===== src/rtl/lcd_value_display_pkg.sv =====
// Shared types, LCD command constants and helpers for the LCD value display.
package lcd_value_display_pkg;

  typedef enum logic [2:0] {
    PWR_WAIT,
    INIT,
    IDLE,
    SET_ADDR,
    WR_CHAR
  } state_t;

  typedef enum logic [2:0] {
    WE_IDLE,
    WE_LOAD,
    WE_SETUP,
    WE_PULSE,
    WE_WAIT
  } we_phase_t;

  localparam logic [7:0] CMD_FUNC_SET  = 8'h38;  // 8-bit bus, 2 lines, 5x8 font
  localparam logic [7:0] CMD_DISP_ON   = 8'h0C;  // display on, cursor off
  localparam logic [7:0] CMD_CLEAR     = 8'h01;  // clear display (long execution)
  localparam logic [7:0] CMD_ENTRY     = 8'h06;  // entry mode: increment
  localparam logic [7:0] CMD_SET_ADDR0 = 8'h80;  // DDRAM address 0 (row 0, col 0)

  localparam logic [1:0] LAST_INIT_IDX = 2'd3;

  // Init command ROM, issued in index order 0..3.
  function automatic logic [7:0] init_cmd(input logic [1:0] idx);
    logic [7:0] cmd;
    case (idx)
      2'd0:    cmd = CMD_FUNC_SET;
      2'd1:    cmd = CMD_DISP_ON;
      2'd2:    cmd = CMD_CLEAR;
      default: cmd = CMD_ENTRY;
    endcase
    return cmd;
  endfunction

  // One hex nibble to its upper-case ASCII character.
  function automatic logic [7:0] hex_to_ascii(input logic [3:0] v);
    logic [7:0] ch;
    if (v < 4'd10) ch = 8'h30 + {4'h0, v};
    else           ch = 8'h37 + {4'h0, v};
    return ch;
  endfunction

endpackage


===== src/rtl/lcd_value_display_if.sv =====
// Counter-value input, busy flag and HD44780 parallel bus of the LCD display block.
interface lcd_value_display_if;
  logic [3:0] value;
  logic       busy;
  logic       lcd_rs;
  logic       lcd_rw;
  logic       lcd_e;
  logic [7:0] lcd_data;

  modport master (
    input  value,
    output busy, lcd_rs, lcd_rw, lcd_e, lcd_data
  );

  modport slave (
    output value,
    input  busy, lcd_rs, lcd_rw, lcd_e, lcd_data
  );
endinterface


===== src/rtl/lcd_value_display_write_engine.sv =====
// Single LCD bus write: set up rs/data, strobe e for T_PW cycles, then wait.
// done is combinational so the sequencer can chain the next write on the same edge.
module lcd_write_engine
  import lcd_value_display_pkg::*;
#(
  parameter int unsigned T_PW = 50,
  parameter int unsigned CW   = 8
) (
  input  logic          clk,
  input  logic          rst,
  input  logic          i_start,
  input  logic          i_rs,
  input  logic [7:0]    i_data,
  input  logic [CW-1:0] i_wait_cycles,
  output logic          o_done,
  output logic          o_lcd_rs,
  output logic [7:0]    o_lcd_data,
  output logic          o_lcd_e
);

  we_phase_t     r_phase;
  logic [CW-1:0] r_cnt;
  logic [CW-1:0] r_wait;
  logic          r_pend_rs;
  logic [7:0]    r_pend_data;
  logic          r_rs;
  logic [7:0]    r_data;
  logic          r_e;
  logic          w_accept;

  assign o_done     = (r_phase == WE_WAIT) && (r_cnt == '0);
  assign w_accept   = i_start && ((r_phase == WE_IDLE) || o_done);
  assign o_lcd_rs   = r_rs;
  assign o_lcd_data = r_data;
  assign o_lcd_e    = r_e;

  // Write phase sequencing: accept -> drive bus -> raise e -> pulse -> post-write wait.
  always_ff @(posedge clk) begin
    if (rst) begin
      r_phase     <= WE_IDLE;
      r_cnt       <= '0;
      r_wait      <= '0;
      r_pend_rs   <= 1'b0;
      r_pend_data <= '0;
      r_rs        <= 1'b0;
      r_data      <= '0;
      r_e         <= 1'b0;
    end else begin
      if (w_accept) begin
        r_pend_rs   <= i_rs;
        r_pend_data <= i_data;
        r_wait      <= i_wait_cycles;
      end
      case (r_phase)
        WE_IDLE: begin
          if (i_start) r_phase <= WE_LOAD;
        end
        WE_LOAD: begin
          r_rs    <= r_pend_rs;
          r_data  <= r_pend_data;
          r_phase <= WE_SETUP;
        end
        WE_SETUP: begin
          r_e     <= 1'b1;
          r_cnt   <= CW'(T_PW - 1);
          r_phase <= WE_PULSE;
        end
        WE_PULSE: begin
          if (r_cnt == '0) begin
            r_e     <= 1'b0;
            r_cnt   <= r_wait - CW'(1);
            r_phase <= WE_WAIT;
          end else begin
            r_cnt <= r_cnt - CW'(1);
          end
        end
        WE_WAIT: begin
          if (r_cnt == '0) r_phase <= i_start ? WE_LOAD : WE_IDLE;
          else             r_cnt   <= r_cnt - CW'(1);
        end
        default: r_phase <= WE_IDLE;
      endcase
    end
  end

endmodule


===== src/rtl/lcd_value_display.sv =====
// Keeps a 4-bit value shown as one hex digit at row 0, column 0 of an HD44780 LCD:
// power-up delay, init command sequence, then rewrite the digit whenever it changes.
module lcd_value_display #(
  parameter int unsigned CLK_HZ  = 100_000_000,
  parameter int unsigned T_PWRUP = 1_500_000,
  parameter int unsigned T_PW    = 50,
  parameter int unsigned T_CMD   = 4_000,
  parameter int unsigned T_CLR   = 164_000
) (
  input logic              clk,
  input logic              rst,
  lcd_value_display_if.master bus
);
  import lcd_value_display_pkg::*;

  localparam int unsigned T_MAX_A = (T_PWRUP > T_CLR) ? T_PWRUP : T_CLR;
  localparam int unsigned T_MAX_B = (T_CMD > T_PW) ? T_CMD : T_PW;
  localparam int unsigned T_MAX   = (T_MAX_A > T_MAX_B) ? T_MAX_A : T_MAX_B;
  localparam int unsigned CW      = $clog2(T_MAX) + 1;

  // Every delay is loaded as (n - 1), so none may be zero.
  if (CLK_HZ == 0 || T_PWRUP == 0 || T_PW == 0 || T_CMD == 0 || T_CLR == 0) begin : g_param_check
    $error("lcd_value_display: clock frequency and all delays must be non-zero");
  end

  state_t        r_state;
  logic [CW-1:0] r_cnt;
  logic [1:0]    r_idx;
  logic [3:0]    r_shown;
  logic          r_dirty;
  logic          r_busy;

  logic          w_start;
  logic          w_rs;
  logic [7:0]    w_data;
  logic [CW-1:0] w_wait;
  logic          w_done;
  logic          w_update;
  logic [1:0]    w_idx_next;
  logic          w_lcd_rs;
  logic [7:0]    w_lcd_data;
  logic          w_lcd_e;

  assign w_update   = r_dirty || (bus.value != r_shown);
  assign w_idx_next = r_idx + 2'd1;

  assign bus.busy     = r_busy;
  assign bus.lcd_rw   = 1'b0;
  assign bus.lcd_rs   = w_lcd_rs;
  assign bus.lcd_data = w_lcd_data;
  assign bus.lcd_e    = w_lcd_e;

  // Next-write selection: the write that follows is launched in the cycle done is seen,
  // so the command mux describes the upcoming write rather than the one finishing.
  always_comb begin
    w_start = 1'b0;
    w_rs    = 1'b0;
    w_data  = '0;
    w_wait  = CW'(T_CMD);
    case (r_state)
      PWR_WAIT: begin
        if (r_cnt == '0) begin
          w_start = 1'b1;
          w_data  = init_cmd(2'd0);
        end
      end
      INIT: begin
        if (w_done && (r_idx != LAST_INIT_IDX)) begin
          w_start = 1'b1;
          w_data  = init_cmd(w_idx_next);
          if (init_cmd(w_idx_next) == CMD_CLEAR) w_wait = CW'(T_CLR);
        end
      end
      IDLE: begin
        if (w_update) begin
          w_start = 1'b1;
          w_data  = CMD_SET_ADDR0;
        end
      end
      SET_ADDR: begin
        if (w_done) begin
          w_start = 1'b1;
          w_rs    = 1'b1;
          w_data  = hex_to_ascii(r_shown);
        end
      end
      default: ;
    endcase
  end

  // Sequencing FSM: power-up wait, init ROM walk, then idle/update loop.
  always_ff @(posedge clk) begin
    if (rst) begin
      r_state <= PWR_WAIT;
      r_cnt   <= CW'(T_PWRUP - 1);
      r_idx   <= '0;
      r_shown <= '0;
      r_dirty <= 1'b1;
      r_busy  <= 1'b1;
    end else begin
      case (r_state)
        PWR_WAIT: begin
          if (r_cnt == '0) begin
            r_state <= INIT;
            r_idx   <= '0;
          end else begin
            r_cnt <= r_cnt - CW'(1);
          end
        end
        INIT: begin
          if (w_done) begin
            if (r_idx == LAST_INIT_IDX) begin
              r_state <= IDLE;
              r_dirty <= 1'b1;
              r_busy  <= 1'b0;
            end else begin
              r_idx <= w_idx_next;
            end
          end
        end
        IDLE: begin
          if (w_update) begin
            r_shown <= bus.value;
            r_dirty <= 1'b0;
            r_state <= SET_ADDR;
            r_busy  <= 1'b1;
          end
        end
        SET_ADDR: begin
          if (w_done) r_state <= WR_CHAR;
        end
        WR_CHAR: begin
          if (w_done) begin
            r_state <= IDLE;
            r_busy  <= 1'b0;
          end
        end
        default: r_state <= PWR_WAIT;
      endcase
    end
  end

  lcd_write_engine #(
    .T_PW (T_PW),
    .CW   (CW)
  ) u_write_engine (
    .clk           (clk),
    .rst           (rst),
    .i_start       (w_start),
    .i_rs          (w_rs),
    .i_data        (w_data),
    .i_wait_cycles (w_wait),
    .o_done        (w_done),
    .o_lcd_rs      (w_lcd_rs),
    .o_lcd_data    (w_lcd_data),
    .o_lcd_e       (w_lcd_e)
  );

endmodule

===== src/flat_wrapper.sv =====
// flat-port wrapper written by rule: the top's interface ports become plain ports
module lcd_value_display_flat import lcd_value_display_pkg::*;
#(
  parameter int unsigned CLK_HZ  = 100_000_000,
  parameter int unsigned T_PWRUP = 1_500_000,
  parameter int unsigned T_PW    = 50,
  parameter int unsigned T_CMD   = 4_000,
  parameter int unsigned T_CLR   = 164_000
)
  (clk, rst, bus_value, bus_busy, bus_lcd_rs, bus_lcd_rw, bus_lcd_e, bus_lcd_data);
  lcd_value_display_if bus_i ();
  input logic clk;
  input logic rst;
  input wire logic [$bits(bus_i.value)-1:0] bus_value;
  output wire logic [$bits(bus_i.busy)-1:0] bus_busy;
  output wire logic [$bits(bus_i.lcd_rs)-1:0] bus_lcd_rs;
  output wire logic [$bits(bus_i.lcd_rw)-1:0] bus_lcd_rw;
  output wire logic [$bits(bus_i.lcd_e)-1:0] bus_lcd_e;
  output wire logic [$bits(bus_i.lcd_data)-1:0] bus_lcd_data;
  assign bus_i.value = bus_value;
  assign bus_busy = bus_i.busy;
  assign bus_lcd_rs = bus_i.lcd_rs;
  assign bus_lcd_rw = bus_i.lcd_rw;
  assign bus_lcd_e = bus_i.lcd_e;
  assign bus_lcd_data = bus_i.lcd_data;
  lcd_value_display #(.CLK_HZ(CLK_HZ), .T_PWRUP(T_PWRUP), .T_PW(T_PW), .T_CMD(T_CMD), .T_CLR(T_CLR)) u_core (.clk(clk), .rst(rst), .bus(bus_i));
endmodule

===== config.mk =====
export PLATFORM = sky130hd
export DESIGN_NAME = lcd_value_display_flat
export DESIGN_NICKNAME = d
export VERILOG_FILES = /design/src/rtl/lcd_value_display_pkg.sv /design/src/rtl/lcd_value_display_if.sv /design/src/rtl/lcd_value_display_write_engine.sv /design/src/rtl/lcd_value_display.sv /design/src/flat_wrapper.sv
export SDC_FILE = /design/constraint.sdc
export NUM_CORES = 1
export LEC_CHECK = 0
export CORE_UTILIZATION = 55
export CTS_CLUSTER_SIZE = 24
export DETAILED_ROUTE_END_ITERATION = 10
export DONT_BUFFER_PORTS = 1
export GPL_TIMING_DRIVEN = 0
export HOLD_SLACK_MARGIN = 0.06
export PLACE_DENSITY = 0.71
export RECOVER_POWER = 25
export SLEW_MARGIN = 20
export SYNTH_ARGS = -nofsm -noshare
export SYNTH_HDL_FRONTEND = slang
export SYNTH_SLANG_ARGS = --single-unit

===== constraint.sdc =====
create_clock -name clk -period 6 [get_ports clk]
set_input_delay 1.8 -clock clk [delete_from_list [all_inputs] [get_ports clk]]
set_output_delay 1.8 -clock clk [all_outputs]
set_load 0.05 [all_outputs]

==> reports/results.tsv <==
metric	value	unit
outcome	complete, no violations	
Buffers & Inverters on Critical Path	3	
Hold Slack	0.4594	ns
fraction of post-synthesis cell area in the top cell type by area	35.44	%
Compound-Gate Fraction of Synth Area	25.66	%
vias in the first global route	4193	
Slowest-stage cell, CP	clkbuf_1	
post-synthesis mux area share	1.163	%
placed insts	677	
R2R depth	5	
drt drc	0	
first-pass GRT wire length	21090	um
clock sink count	80	
Die ar.	8583	sq um
syn_nets	593	
Core Area	7848	sq um
DIE WIDTH	92.65	um
fin util	62.07	%
TritonCTS Buffers	9	
async set-reset flop share out of synthesis	0	%
Critical Path Source Type	primary input	
Syn-to-layout area delta	7.780	%
Post-Syn Area	4519	sq um
largest cells by area after synthesis	dfxtp_1 35%, a21oi_1 5.6%, o21ai_0 4.4%, nand2_1 4.4%, nor2_1 3.9%	
part of the cycle the worst path needs	54.09	%
Hold Vio Cnt, Final	0	
NetSw	0.3191	mW
Die Height	92.65	um
Cell Chain, Critical Path	clkbuf_1, clkbuf_1, clkbuf_1, a21oi_1	
initial drt markers	415	
Fmax	308.1	MHz
TritonCTS clock tree	done	
sequential share of power	48.1	%
share of layout cells above drive strength 1	7.107	%
final setup margin	2.755	ns
Hold Path Depth	2	
via density per instance	6.560	
Worst path most repeated cell	clkbuf_1	
RSZ-0062 raised after global routing	false	
largest net degree at the start of global routing	15	
Place WS	2.401	ns
Post-Route WL	12750	um
ANT cells	0	
GP Congestion	1.007	
worst slew pin tran	1.038	ns
XOR/XNOR Fraction of Synth Area	2.713	%
post-DP HPWL	9034	um
Congestion Overflow GR	0	
post-synthesis simple-gate area fraction	27.13	%
Worst Path Required	6.22	ns
clock slew at reported path FFs	0.09	ns
skew final	0.01053	ns
LEAKAGE	1.558	nW
register area share after synthesis	35.44	%
Max Cap Viol	0	
Setup TNS Final	0	ns
P per Cell Area	230.7	nW/um^2
1st-pass router iterations	5	
Int Pwr	0.8045	mW
Max FO, Critical Path	10	
Switching Share	28.40	%
VDD IR max	132.8	uV
finished layout cell area	4871	sq um
Port Buffers	0	
Hold Crit Start	u_core.u_write_engine.r_pend_data[4]	
I/O Pins	18	
Starting Density	57.59	%
clock latency on the worst-skew pair	0.37	ns
Root Driver	clkbuf_8	
Synth Flop Type	dfxtp_1	
crit end category	flip-flop	
Hold Path Sink	u_core.u_write_engine.o_lcd_data[4]	
Crit path depth	4	
Yosys cell types	69	
cells after synthesis	575	
worst r2r src	u_core.u_write_engine.r_cnt[9]	
Final setup viols	0	
Worst Hold Class	flip-flop to flip-flop	
Setup CP Type	primary input to flip-flop	
# rows	32	
reg2reg setup slack	2.99	ns
clk buf depth	2	
cts-stage hold buffer count	0	
H-tree Lvls	3	
Relative slew margins	30.28	%
Non-Filler Instances	693	
reg-to-reg endpoint	u_core.u_write_engine.r_cnt[21]	
postcts setup bufs	0	
minimum clock period	3.245	ns
wire per inst	18.40	um
Top delay family on crit path	buffers and inverters	
synthesis-stage register bit count	80	
DR vias	4546	
combinational cell fraction of total power	12.1	%
placed cell areas	4654	sq um
post-CTS resize count	0	
gr usage total	31.62	%
Layout Nets	604	
antenna violations before repair	0	
critical path arrival	3.46	ns
Avg Inst Size Synth	7.860	sq um
EDFF count, synth	0	
Worst path max stage delay	0.63	ns
Adder-Cell Fraction of Synth Area	3.322	%
Detail Route Antenna Nets	0	
area leader, netlist	dfxtp_1	
Pins Over Slew Limit	0	
synth warn	0	
clock share of power	39.8	%
largest family of logic cells by synthesized area	simple AND/OR/NAND/NOR gates	
Pwr Total	1.124	mW
## cell usage in the layout (no fill, tap or decap), drive strengths merged, types with 3 or more instances in the layout
cell     instances
o22ai            5
or3             16
nor3            22
nand2b           7
a21oi           51
nor3b            5
dfxtp           80
mux2i            3
xor2             8
a211oi          10
a31oi            5
a221oi           6
ha              12
nor2b            8
o21ai           42
nand2           53
nand4            6
or4             11
clkbuf          40
o211ai          11
buf              3
or2              9
nand3           18
o31ai            7
o311ai           3
o21a             5
nor4            19
xnor2            6
o41ai            3
inv             20
a311oi           3
o2111ai          3
o2bb2ai          3
nor2            47
## metal layers
layer / track usage, % / routed length, um / up-vias
li1: - / - / 2168
met1: 42.02 / 5652 / 2142
met2: 51.30 / 5827 / 205
met3: 6.076 / 958 / 31
met4: 10.90 / 311 / 0
met5: 0 / 0 / -
## power by group through the flow
stage	logic [mW]	clock network (mW)	registers, mW
floorplan	0.0940	0	0.551
global route	0.144	0.481	0.541
CTS	0.130	0.450	0.540
finish	0.136	0.447	0.541
global placement	0.129	0	0.553
detailed placement	0.129	0	0.553
## registers in the layout, summed over array words and instances (netlist names)
register	flops
u_core.u_write_engine.r_pend_data	8
u_core.u_write_engine.o_lcd_data	8
u_core.r_idx	2
u_core.u_write_engine.o_lcd_e	1
u_core.u_write_engine.r_cnt	22
u_core.u_write_engine.o_lcd_rs	1
u_core.r_state	3
u_core.u_write_engine.r_pend_rs	1
u_core.bus.busy	1
u_core.r_cnt	22
u_core.u_write_engine.r_phase	3
u_core.u_write_engine.r_wait	3
u_core.r_dirty	1
u_core.r_shown	4
## cell usage after synthesis (11+ instances only)
cell and number:
dfxtp_1 80, or3_1 14, nor3_1 22, a21oi_1 51, inv_1 19, ha_1 12, clkbuf_1 31, nor4_1 18
nor2_1 47, o211ai_1 11, nand2_1 53, nand3_1 18, o21ai_0 40
## cells by family (layout without fill, tap and decap cells)
kind of cell	after synthesis	count (layout)
adder cells (fa/ha/maj)	12	12
AO/OA/AOI/OAI	177	177
XOR/XNOR	14	14
buffers and inverters	53	69
multiplexers	5	5
AND/OR/NAND/NOR	233	233
flip-flops	80	80
other	1	1
## worst max path at each step
stage | start | end | slack (ns)
after floorplan | bus_value[2] | u_core.u_write_engine.r_wait[11] | 2.70
after global placement | bus_value[3] | u_core.u_write_engine.r_wait[11] | 2.14
after detailed placement | rst | u_core.u_write_engine.r_cnt[3] | 2.40
after CTS | rst | u_core.u_write_engine.r_cnt[3] | 2.79
after global routing | rst | u_core.u_write_engine.r_cnt[7] | 2.67
final | rst | u_core.u_write_engine.r_cnt[3] | 2.75
## tightest hold or removal path, cell delays in order, from the launching register on
cell	delay, ns
dfxtp_1	0.32
nand2_1	0.05
a21oi_1	0.05
## final cells by class
cell class / count / area [sq um]
fillers: 738 / 2977
clock buffers: 9 / 123.9
inverters: 19 / 71.32
plain buffers: 34 / 131.4
multi-input cells: 442 / 2721
flip-flops and latches: 80 / 1602
well taps: 102 / 127.6
clock inverters: 7 / 93.84
(Power assumes the default switching activity.)
